## src/rtl/fifo_wr_arbiter.sv

```systemverilog
// rtl/fifo_wr_arbiter.sv - round-robin burst arbiter for the FIFO write port
// One arbitration cycle in IDLE, then up to MAXBURST words from the owner in GRANT.
module fifo_wr_arbiter #(
  parameter int NREQ      = 4,
  parameter int DAT_WIDTH = 32,
  parameter int MAXBURST  = 4
) (
  input  logic                      Clk,
  input  logic                      Rst,
  input  logic [NREQ-1:0]           Req,
  input  logic [NREQ*DAT_WIDTH-1:0] Reqdata,
  input  logic                      Full,
  output logic [NREQ-1:0]           Ack,
  output logic                      Wren,
  output logic [DAT_WIDTH-1:0]      Datain,
  output logic [$clog2(NREQ)-1:0]   Owner,
  output logic                      Busy
);

  localparam int OW = $clog2(NREQ);
  localparam int CW = $clog2(MAXBURST) + 1;

  typedef enum logic {IDLE = 1'b0, GRANT = 1'b1} state_t;

  state_t          state_q, state_d;
  logic [OW-1:0]   owner_q, owner_d;
  logic [OW-1:0]   ptr_q, ptr_d;
  logic [CW-1:0]   burst_cnt_q, burst_cnt_d;
  logic [OW-1:0]   next_ptr;
  logic [OW-1:0]   pick;
  logic [OW-1:0]   idx;
  logic            found;
  logic            accept;

  // Rotating priority search starting at ptr_q, wrapping at NREQ-1.
  always_comb begin
    found = 1'b0;
    pick  = '0;
    idx   = '0;
    for (int k = 0; k < NREQ; k++) begin
      idx = OW'((int'(ptr_q) + k) % NREQ);
      if (!found && Req[idx]) begin
        found = 1'b1;
        pick  = idx;
      end
    end
  end

  always_comb begin
    next_ptr = (owner_q == OW'(NREQ - 1)) ? '0 : owner_q + 1'b1;
    accept   = (state_q == GRANT) && Req[owner_q] && !Full;
    Wren     = accept;
    Ack      = accept ? ({{(NREQ-1){1'b0}}, 1'b1} << owner_q) : '0;
    Datain   = accept ? Reqdata[int'(owner_q)*DAT_WIDTH +: DAT_WIDTH] : '0;
    Busy     = (state_q == GRANT);
    Owner    = owner_q;
  end

  always_comb begin
    state_d     = state_q;
    owner_d     = owner_q;
    ptr_d       = ptr_q;
    burst_cnt_d = burst_cnt_q;
    case (state_q)
      IDLE: begin
        if (found) begin
          owner_d     = pick;
          burst_cnt_d = '0;
          state_d     = GRANT;
        end
      end
      GRANT: begin
        if (!Req[owner_q]) begin
          state_d = IDLE;
          ptr_d   = next_ptr;
        end else if (accept) begin
          burst_cnt_d = burst_cnt_q + 1'b1;
          // Last word of the burst is written on this edge, then ownership rotates.
          if (burst_cnt_q == CW'(MAXBURST - 1)) begin
            state_d = IDLE;
            ptr_d   = next_ptr;
          end
        end
      end
      default: state_d = IDLE;
    endcase
  end

  always_ff @(posedge Clk or posedge Rst) begin
    if (Rst) begin
      state_q     <= IDLE;
      owner_q     <= '0;
      ptr_q       <= '0;
      burst_cnt_q <= '0;
    end else begin
      state_q     <= state_d;
      owner_q     <= owner_d;
      ptr_q       <= ptr_d;
      burst_cnt_q <= burst_cnt_d;
    end
  end

endmodule
```

## config.mk

```make
export PLATFORM = sky130hd
export DESIGN_NAME = fifo_wr_arbiter
export DESIGN_NICKNAME = d
export VERILOG_FILES = /design/src/rtl/fifo_wr_arbiter.sv
export SDC_FILE = /design/constraint.sdc
export NUM_CORES = 1
export LEC_CHECK = 0
export BUFFER_PORTS_ARGS = -buffer_cell sky130_fd_sc_hd__buf_2
export CAP_MARGIN = 0
export CORE_ASPECT_RATIO = 0.9
export CORE_MARGIN = 2
export CORE_UTILIZATION = 30
export CTS_BUF_LIST = sky130_fd_sc_hd__clkbuf_4
export CTS_CLUSTER_DIAMETER = 200
export CTS_CLUSTER_SIZE = 16
export DETAILED_ROUTE_END_ITERATION = 16
export PLACE_DENSITY = 0.75
export SLEW_MARGIN = 15
export SYNTH_ARGS = -nofsm -noshare
export SYNTH_HDL_FRONTEND = slang
export SYNTH_SLANG_ARGS = --single-unit
```

## constraint.sdc

```tcl
create_clock -name Clk -period 3.72 [get_ports Clk]
set_input_delay 0.744 -clock Clk [delete_from_list [all_inputs] [get_ports Clk]]
set_output_delay 0.744 -clock Clk [all_outputs]
set_load 0.02 [all_outputs]
```

==> reports/metrics.cfg, run 1 <==
[status]
outcome = completed

[clock_network]
clkTransAtPathRegs_ns = 0.06
cts_setup_buffers = 0
cts_tree = built
cts_hold_buf = 0
insertion_delay_ns = 0.26
cts_sinks = 8
root_buffer = clkbuf_4
cts_buffers = 3
clockBufferDepth = 2
ctsResizeCount = 0
h-tree-depth = 1

[timing]
setup_slack_ns = 0.711
holdWs_ns = 0.418
max_slew_margin_pct = 55.9
fmax_ghz = 0.332
setup_viol = 0
fin_skew_ns = 0.00292
setup_tns_ns = 0
finalWorstPathRequiredPeriod_ns = 3.01
fin_crit_sh_pct = 80.9
hold_violations = 0
finalMaxSlewViolations = 0
tightest_slew_ns = 0.661
rsz0062_at_grt = no

[placed_design]
post-place-ws_ns = 0.680
routabilityCongestion = 0.835
portBuffers = 174
hpwlAfterDp_um = 4660
place_area_sq_mm = 0.00247
placed_cells = 366

[global_routing]
antenna_found_initial = 0
use_met3_pct = 2.61
use_met1_pct = 20.2
use_met2_pct = 33.6
grt_pass1_wl_um = 8110
grt_max_degree = 39
grt_overflow_total = 0
grt_pass1_vias = 1798
grt_usage_pct = 17.6
grt_busiest_layer = met2

[synthesis]
yosysSeqAreaShare_pct = 12.8
syn_avg_cell_area_sq_um = 11.4
synth_fp_nets = 278
synth_cell_types = 27
ys_ff_latch = 8
yosys_warnings = 0
synth_area_sq_mm = 0.00157
netlist_instances = 137

[setup_path]
end_kind = output pin
path_buf_inv = 3
r2r_setup_slack_ns = 1.94
worstPathCellList = buf_2, mux4_2, nand3_4, inv_1, and2_1, buf_2
cp_top_family = multiplexers
arrival_ns = 2.27
cpPeakStageDelay_ns = 0.54
crit_top_cell = buf_2
worst_ep_required_time_ns = 2.98
crit_type = input port to output pin
start_kind = input port
r2r_cells = 4
r2r-start = Owner[0]$_DFFE_PP0P_
reg2reg_to = ptr_q[1]$_DFFE_PP0P_
cp_max_fo = 37
cp_slowest_cell = mux4_2

[floorplanning]
ios = 175
fp.dieH_um = 72.6
dieArea_sq_mm = 0.00582
die_w_um = 80.2
coreArea_sq_mm = 0.00492
rows = 24
initial_core_util_pct = 31.8

[pwr]
internal_power_mw = 0.749
power_frac_clock_pct = 5.8
total_power_mw = 1.37
peakVddDrop_mv = 0.529
p_switching_mw = 0.620
p_leak_nw = 1.31
switching_share_pct = 45.3
p_per_area_mw_per_mm2 = 548
p_seq_share_pct = 12.5
pwr-share-comb_pct = 81.7

[finish]
drive_gt1_share_pct = 71.8
final_area_sq_mm = 0.00250
mostFrequentLayoutCells = buf_2 (174), mux4_2 (33), nor2b_1 (32)
final_util_pct = 50.7
antenna_cells = 0
nets = 447
area_growth_pct = 59.4
stdcell_count = 370
final_common_cell = buf_2

[detailed_routing]
vias = 1826
drt_iter0_markers = 26
drc = 0
post_drt_wl_per_cell_um = 15.1
firstDrtPassIters = 4
drt-total-wl_um = 5580
ant_nets = 0
drt-vias-per-instance = 4.94

[job]
maxCapViolCount = 0

[worst_hold_path]
hold_path.class = input port to asynchronous set/reset pin

metal layers:
| metal | wire length [um] | part of all wire [%] | vias to the layer above |
|---|---|---|---|
| li1 | - | - | 860 |
| met1 | 1980 | 35 | 847 |
| met2 | 2980 | 53 | 110 |
| met3 | 541 | 9.7 | 9 |
| met4 | 85 | 1.5 | 0 |
| met5 | 0 | 0 | - |
layout make-up:
class | instances | area [sq um]
repair buffers | 176 | 886
fillers | 483 | 2430
well taps | 65 | 81.3
flip-flops and latches | 8 | 201
clock buffers | 4 | 30.0
multi-input cells | 106 | 1260
inverters | 11 | 41.3
logic make-up (layout without fill, tap and decap cells):
family	after synthesis	in the layout	share of synthesized area, %
flops	8	8	12.8
fa+ha+maj	6	6	4.79
simple gates	47	47	18.8
compound gates	17	17	7.03
mux	36	36	49.7
buf+inv	23	191	6.95
flip-flops by register name, indices dropped and copies added (netlist names):
register and cells:
Busy 1, Owner 2, burst_cnt_q 3, ptr_q 2
how the worst max path moves through the flow:
stage,start,endpoint,depth (start not counted)
after detailed placement,Req[0],Ack[3],6
after floorplan,Req[3],Ack[0],4
after global placement,Req[0],Ack[3],6
after CTS,Req[0],Ack[3],6
final,Req[0],Ack[1],6
after global routing,Req[0],Ack[2],6
power by group through the flow:
stage	combinational [mW]	clock, mW	sequential, mW
floorplan	0.857	0	0.186
global placement	1.12	0	0.172
detailed placement	1.13	0	0.171
CTS	1.14	0.0847	0.170
global route	1.22	0.0890	0.177
finish	1.12	0.0796	0.171
worst register-to-register path: cells and delay by family (launching register included):
| family | cells | cell delay [ns] |
|---|---|---|
| adders and majority gates | 1 | 0.33 |
| DFF | 1 | 0.37 |
| muxes | 1 | 0.27 |
| buffers and inverters | 2 | 0.70 |
Yosys cell counts:
| master | n | area, sq um |
|---|---|---|
| a21oi_1 | 4 | 20.0 |
| inv_1 | 11 | 41.3 |
| mux2i_1 | 2 | 20.0 |
| mux2_4 | 1 | 15.0 |
| nand3_1 | 3 | 15.0 |
| nand3_4 | 1 | 17.5 |
| a22oi_1 | 1 | 7.51 |
| nor4_1 | 2 | 12.5 |
| nand2_1 | 3 | 11.3 |
| nor2b_1 | 32 | 200 |
| a31o_1 | 1 | 8.76 |
| buf_6 | 2 | 22.5 |
| nand2_2 | 1 | 6.26 |
| o21ai_0 | 6 | 30.0 |
| o221ai_1 | 1 | 8.76 |
| dfrtp_1 | 8 | 200 |
| o2bb2ai_1 | 1 | 8.76 |
| clkbuf_1 | 3 | 11.3 |
| or2_2 | 1 | 6.26 |
| mux4_2 | 33 | 743 |
| o21ai_2 | 1 | 8.76 |
| a41o_1 | 1 | 10.0 |
| ha_1 | 6 | 75.1 |
| and2_1 | 4 | 25.0 |
| buf_1 | 1 | 3.75 |
| buf_2 | 6 | 30.0 |
| a21o_1 | 1 | 7.51 |
Power figures use the tool's default switching activity.
==> inputs of run 2 (changes only) <==
==> constraint.sdc (replaced) <==
create_clock -name Clk -period 2.9 [get_ports Clk]
set_input_delay 0.58 -clock Clk [delete_from_list [all_inputs] [get_ports Clk]]
set_output_delay 0.58 -clock Clk [all_outputs]
set_load 0.02 [all_outputs]
==> run 2 against run 1 <==
  * Critical path depth fell by 1
  * Worst setup slack got worse by 0.33 ns
  * Register-to-register slack got worse by 0.64 ns
  * Clock power rose by 29%
  * Sequential share of layout area fell by 0.11 points
  * Routed wire length rose by 1.3%
  * Non-clock buffer count rose by 3
  * Via count rose by 0.99%
  * Combinational power rose by 30%
  * Worst hold slack got worse by 0.17 ns
  * Utilization rose by 0.71 points
==> reports/metrics.cfg, run 2 (synthesis gave the netlist of run 1 again) <==
[timing]
finalWorstPathRequiredPeriod_ns = 2.51
max_slew_margin_pct = 77.2
setup_slack_ns = 0.385
holdWs_ns = 0.249
rsz0062_at_grt = no
setup_viol = 0
hold_violations = 0
fmax_ghz = 0.398
fin_crit_sh_pct = 86.7
fin_skew_ns = 0.00730
finalMaxSlewViolations = 0
setup_tns_ns = 0
tightest_slew_ns = 0.339

[floorplanning]
die_w_um = 80.2
ios = 175
dieArea_sq_mm = 0.00582
coreArea_sq_mm = 0.00492
rows = 24
fp.dieH_um = 72.6
initial_core_util_pct = 31.8

[clock_network]
ctsResizeCount = 0
root_buffer = clkbuf_4
cts_setup_buffers = 0
clkTransAtPathRegs_ns = 0.06
h-tree-depth = 1
cts_sinks = 8
cts_tree = built
cts_hold_buf = 0
clockBufferDepth = 2
insertion_delay_ns = 0.26
cts_buffers = 3

[pwr]
total_power_mw = 1.80
p_seq_share_pct = 12.7
internal_power_mw = 0.992
p_leak_nw = 1.33
p_per_area_mw_per_mm2 = 709
power_frac_clock_pct = 5.7
p_switching_mw = 0.803
switching_share_pct = 44.7
peakVddDrop_mv = 0.516
pwr-share-comb_pct = 81.5

[placed_design]
post-place-ws_ns = 0.385
placed_cells = 369
portBuffers = 174
routabilityCongestion = 0.832
hpwlAfterDp_um = 4930
place_area_sq_mm = 0.00250

[detailed_routing]
ant_nets = 0
drt-total-wl_um = 5650
post_drt_wl_per_cell_um = 15.1
firstDrtPassIters = 4
drt-vias-per-instance = 4.94
drt_iter0_markers = 26
vias = 1844
drc = 0

[global_routing]
grt_overflow_total = 0
grt_pass1_vias = 1892
grt_pass1_wl_um = 8490
antenna_found_initial = 0
grt_usage_pct = 18.4
grt_max_degree = 23

[finish]
fill_cells = 496
stdcell_count = 373
final_common_cell = buf_2
final_area_sq_mm = 0.00253
top_register = burst_cnt_q
antenna_cells = 0
largest_reg_flops = 3
mostFrequentLayoutCells = buf_2 (174), mux4_2 (33), nor2b_1 (32)
drive_gt1_share_pct = 72.1
nets = 450
area_growth_pct = 61.7
final_util_pct = 51.4

[job]
maxCapViolCount = 0

[setup_path]
start_kind = register
arrival_ns = 1.93
cpPeakStageDelay_ns = 0.44
cp_max_fo = 22
reg2reg_to = ptr_q[1]$_DFFE_PP0P_
worstPathCellList = mux4_2, nand3_4, buf_12, nor2b_1, buf_2
end_kind = output pin
r2r_setup_slack_ns = 1.30
r2r_cells = 4
r2r-start = Owner[0]$_DFFE_PP0P_
crit_type = register to output pin
worst_ep_required_time_ns = 2.32
cp_slowest_cell = dfrtp_2

[worst_hold_path]
hold_path.class = input port to asynchronous set/reset pin

[status]
outcome = completed

[run 2: how the worst max path moves through the flow]
stage | cells past startpoint | to | start
CTS | 5 | Datain[31] | Owner[0]$_DFFE_PP0P_
floorplan | 5 | Ack[0] | Owner[0]$_DFFE_PP0P_
global route | 5 | Datain[6] | Owner[0]$_DFFE_PP0P_
global placement | 6 | Datain[31] | Req[0]
detailed placement | 6 | Ack[2] | Req[0]
finish | 5 | Datain[31] | Owner[0]$_DFFE_PP0P_
[run 2: metal layers]
metal	routed length (um)	up-vias	GRT usage, %	part of all wire, %
met1	1930	869	20.8	34
li1	-	870	-	-
met4	26	0	4.90	0.46
met5	0	-	0	0
met3	577	6	3.36	10
met2	3120	99	35.5	55
[run 2: layout make-up]
| class | instances | area, sq um | area share (%) |
|---|---|---|---|
| Clock buffer | 4 | 30.0 | 1.19 |
| Inverter | 11 | 41.3 | 1.63 |
| Multi-Input combinational cell | 106 | 1260 | 49.7 |
| Sequential cell | 8 | 201 | 7.95 |
| Tap cell | 65 | 81.3 | 3.21 |
| Timing Repair Buffer | 179 | 921 | 36.4 |
[run 2: worst max-delay path, delay by kind of cell (launching register included)]
| family | cells | cell delay, ns |
|---|---|---|
| buffers and inverters | 2 | 0.43 |
| AND/OR/NAND/NOR | 2 | 0.38 |
| multiplexers | 1 | 0.42 |
| flip-flops | 1 | 0.44 |
[run 2: power by group through the flow]
stage,combinational [mW],clock [mW],sequential (mW)
finish,1.46,0.103,0.228
global route,1.60,0.111,0.238
global placement,1.46,0,0.228
detailed placement,1.48,0,0.231
CTS,1.48,0.108,0.229
floorplan,1.10,0,0.238
==> inputs of run 3 (changes only) <==
--- a/config.mk
+++ b/config.mk
@@ -9,12 +9,12 @@
 export CAP_MARGIN = 0
 export CORE_ASPECT_RATIO = 0.9
 export CORE_MARGIN = 2
-export CORE_UTILIZATION = 30
+export CORE_UTILIZATION = 25
 export CTS_BUF_LIST = sky130_fd_sc_hd__clkbuf_4
 export CTS_CLUSTER_DIAMETER = 200
 export CTS_CLUSTER_SIZE = 16
 export DETAILED_ROUTE_END_ITERATION = 16
-export PLACE_DENSITY = 0.75
+export PLACE_DENSITY = 0.65
 export SLEW_MARGIN = 15
 export SYNTH_ARGS = -nofsm -noshare
 export SYNTH_HDL_FRONTEND = slang
==> run 3 against run 2 <==
  * Register-to-register slack about the same
  * Maximum frequency up 0.47%
  * Via count down 1.8%
  * Clock power down 7%
  * Count of clock-buffer cells in the layout unchanged
  * Utilization down 9.5 points
  * Worst hold slack better by 0.012 ns
  * Global-route usage down 4.4 points
  * Die area up 19%
  * Combinational power about the same
  * Non-clock buffer count down 1
==> reports/metrics.cfg, run 3 (synthesis gave the netlist of run 1 again) <==
[setup_path]
r2r_cells = 4
end_kind = output pin
reg2reg_to = ptr_q[1]$_DFFE_PP0P_
start_kind = input port
worst_ep_required_time_ns = 2.32
r2r-start = Owner[0]$_DFFE_PP0P_
r2r_setup_slack_ns = 1.30
cp_max_fo = 13
arrival_ns = 1.92
crit_type = input port to output pin

[finish]
area_growth_pct = 62.6
antenna_cells = 0
nets = 449
final_area_sq_mm = 0.00255
drive_gt1_share_pct = 72.3
top_register = burst_cnt_q
final_util_pct = 41.9
largest_reg_flops = 3
mostFrequentLayoutCells = buf_2 (174), mux4_2 (33), nor2b_1 (32)
final_common_cell = buf_2

[detailed_routing]
drt-vias-per-instance = 4.78
ant_nets = 0
firstDrtPassIters = 4
vias = 1811
detail_route.wirelength.met1_um = 2070
wl_met2_um = 2930
wl_met3_um = 438
post_drt_wl_per_cell_um = 14.4
top_layer = met3
drc = 0
drt_iter0_markers = 36
drt-total-wl_um = 5450

[worst_hold_path]
hold_path.class = input port to asynchronous set/reset pin

[global_routing]
antenna_found_initial = 0
grt_usage_pct = 14.1
grt_pass1_wl_um = 7870
grt_pass1_vias = 1717
grt_overflow_total = 0
grt_max_degree = 39

[clock_network]
root_buffer = clkbuf_4
cts_hold_buf = 0
cts_tree = built
cts_sinks = 8
cts_setup_buffers = 0
clockBufferDepth = 2
h-tree-depth = 1
insertion_delay_ns = 0.24
ctsResizeCount = 0
cts_buffers = 3
clkTransAtPathRegs_ns = 0.06

[floorplanning]
ios = 175
initial_core_util_pct = 25.8
fp.dieH_um = 79.1
dieArea_sq_mm = 0.00692
rows = 27
die_w_um = 87.4
coreArea_sq_mm = 0.00608

[timing]
tightest_slew_ns = 0.297
setup_tns_ns = 0
finalMaxSlewViolations = 0
hold_violations = 0
fmax_ghz = 0.400
fin_crit_sh_pct = 86.3
setup_viol = 0
rsz0062_at_grt = no
fin_skew_ns = 0.00657
finalWorstPathRequiredPeriod_ns = 2.50
max_slew_margin_pct = 80.0

[pwr]
p_leak_nw = 1.33
peakVddDrop_mv = 0.493
p_per_area_mw_per_mm2 = 710

[placed_design]
portBuffers = 174
hpwlAfterDp_um = 4630
routabilityCongestion = 0.819
place_area_sq_mm = 0.00252

[job]
maxCapViolCount = 0

[status]
outcome = completed

run 3: how the worst max path moves through the flow:
stage	startpoint	to	slack [ns]	cells after the start
floorplan	Owner[0]$_DFFE_PP0P_	Ack[0]	0.54	5
global placement	Req[0]	Ack[1]	0.40	6
detailed placement	Req[2]	Ack[1]	0.36	6
CTS	Req[2]	Ack[1]	0.36	6
global route	Req[2]	Ack[0]	0.30	6
finish	Req[0]	Ack[1]	0.40	6
run 3: layout make-up:
cell class,count,area [sq um]
Clock buffer,4,30.0
Fill cell,619,3530
Inverter,11,41.3
Multi-Input combinational cell,106,1260
Sequential cell,8,203
Tap cell,72,90.1
Timing Repair Buffer,178,926
run 3: critical path: stages:
cell and delay, ns:
buf_2 0.14, mux4_2 0.54, nand3_4 0.21, inv_1 0.13
and2_1 0.17, buf_2 0.15
run 3: report_power, final:
part	leakage [nW]	switching (mW)	internal, mW
clock network	0.0184	0.0338	0.0617
logic	1.21	0.705	0.778
registers	0.0986	0.0658	0.164
run 3: per-stage QoR:
stage	total power [mW]	setup slack, ns	instances	hold WS [ns]
after floorplan	1.34	0.540	137	0.396
after global placement	1.72	0.400	375	0.487
after detailed placement	1.74	0.363	375	0.494
after CTS	1.84	0.365	379	0.261
after global routing	1.96	0.303	379	0.289
final	1.81	0.397	379	0.261
run 3: per-layer routing:
layer  vias up  global-route usage, %
met1       846                   17.2
met2        95                   27.4
met3         0                   1.25
met5         -                      0
li1        870                      -
met4         0                   1.08
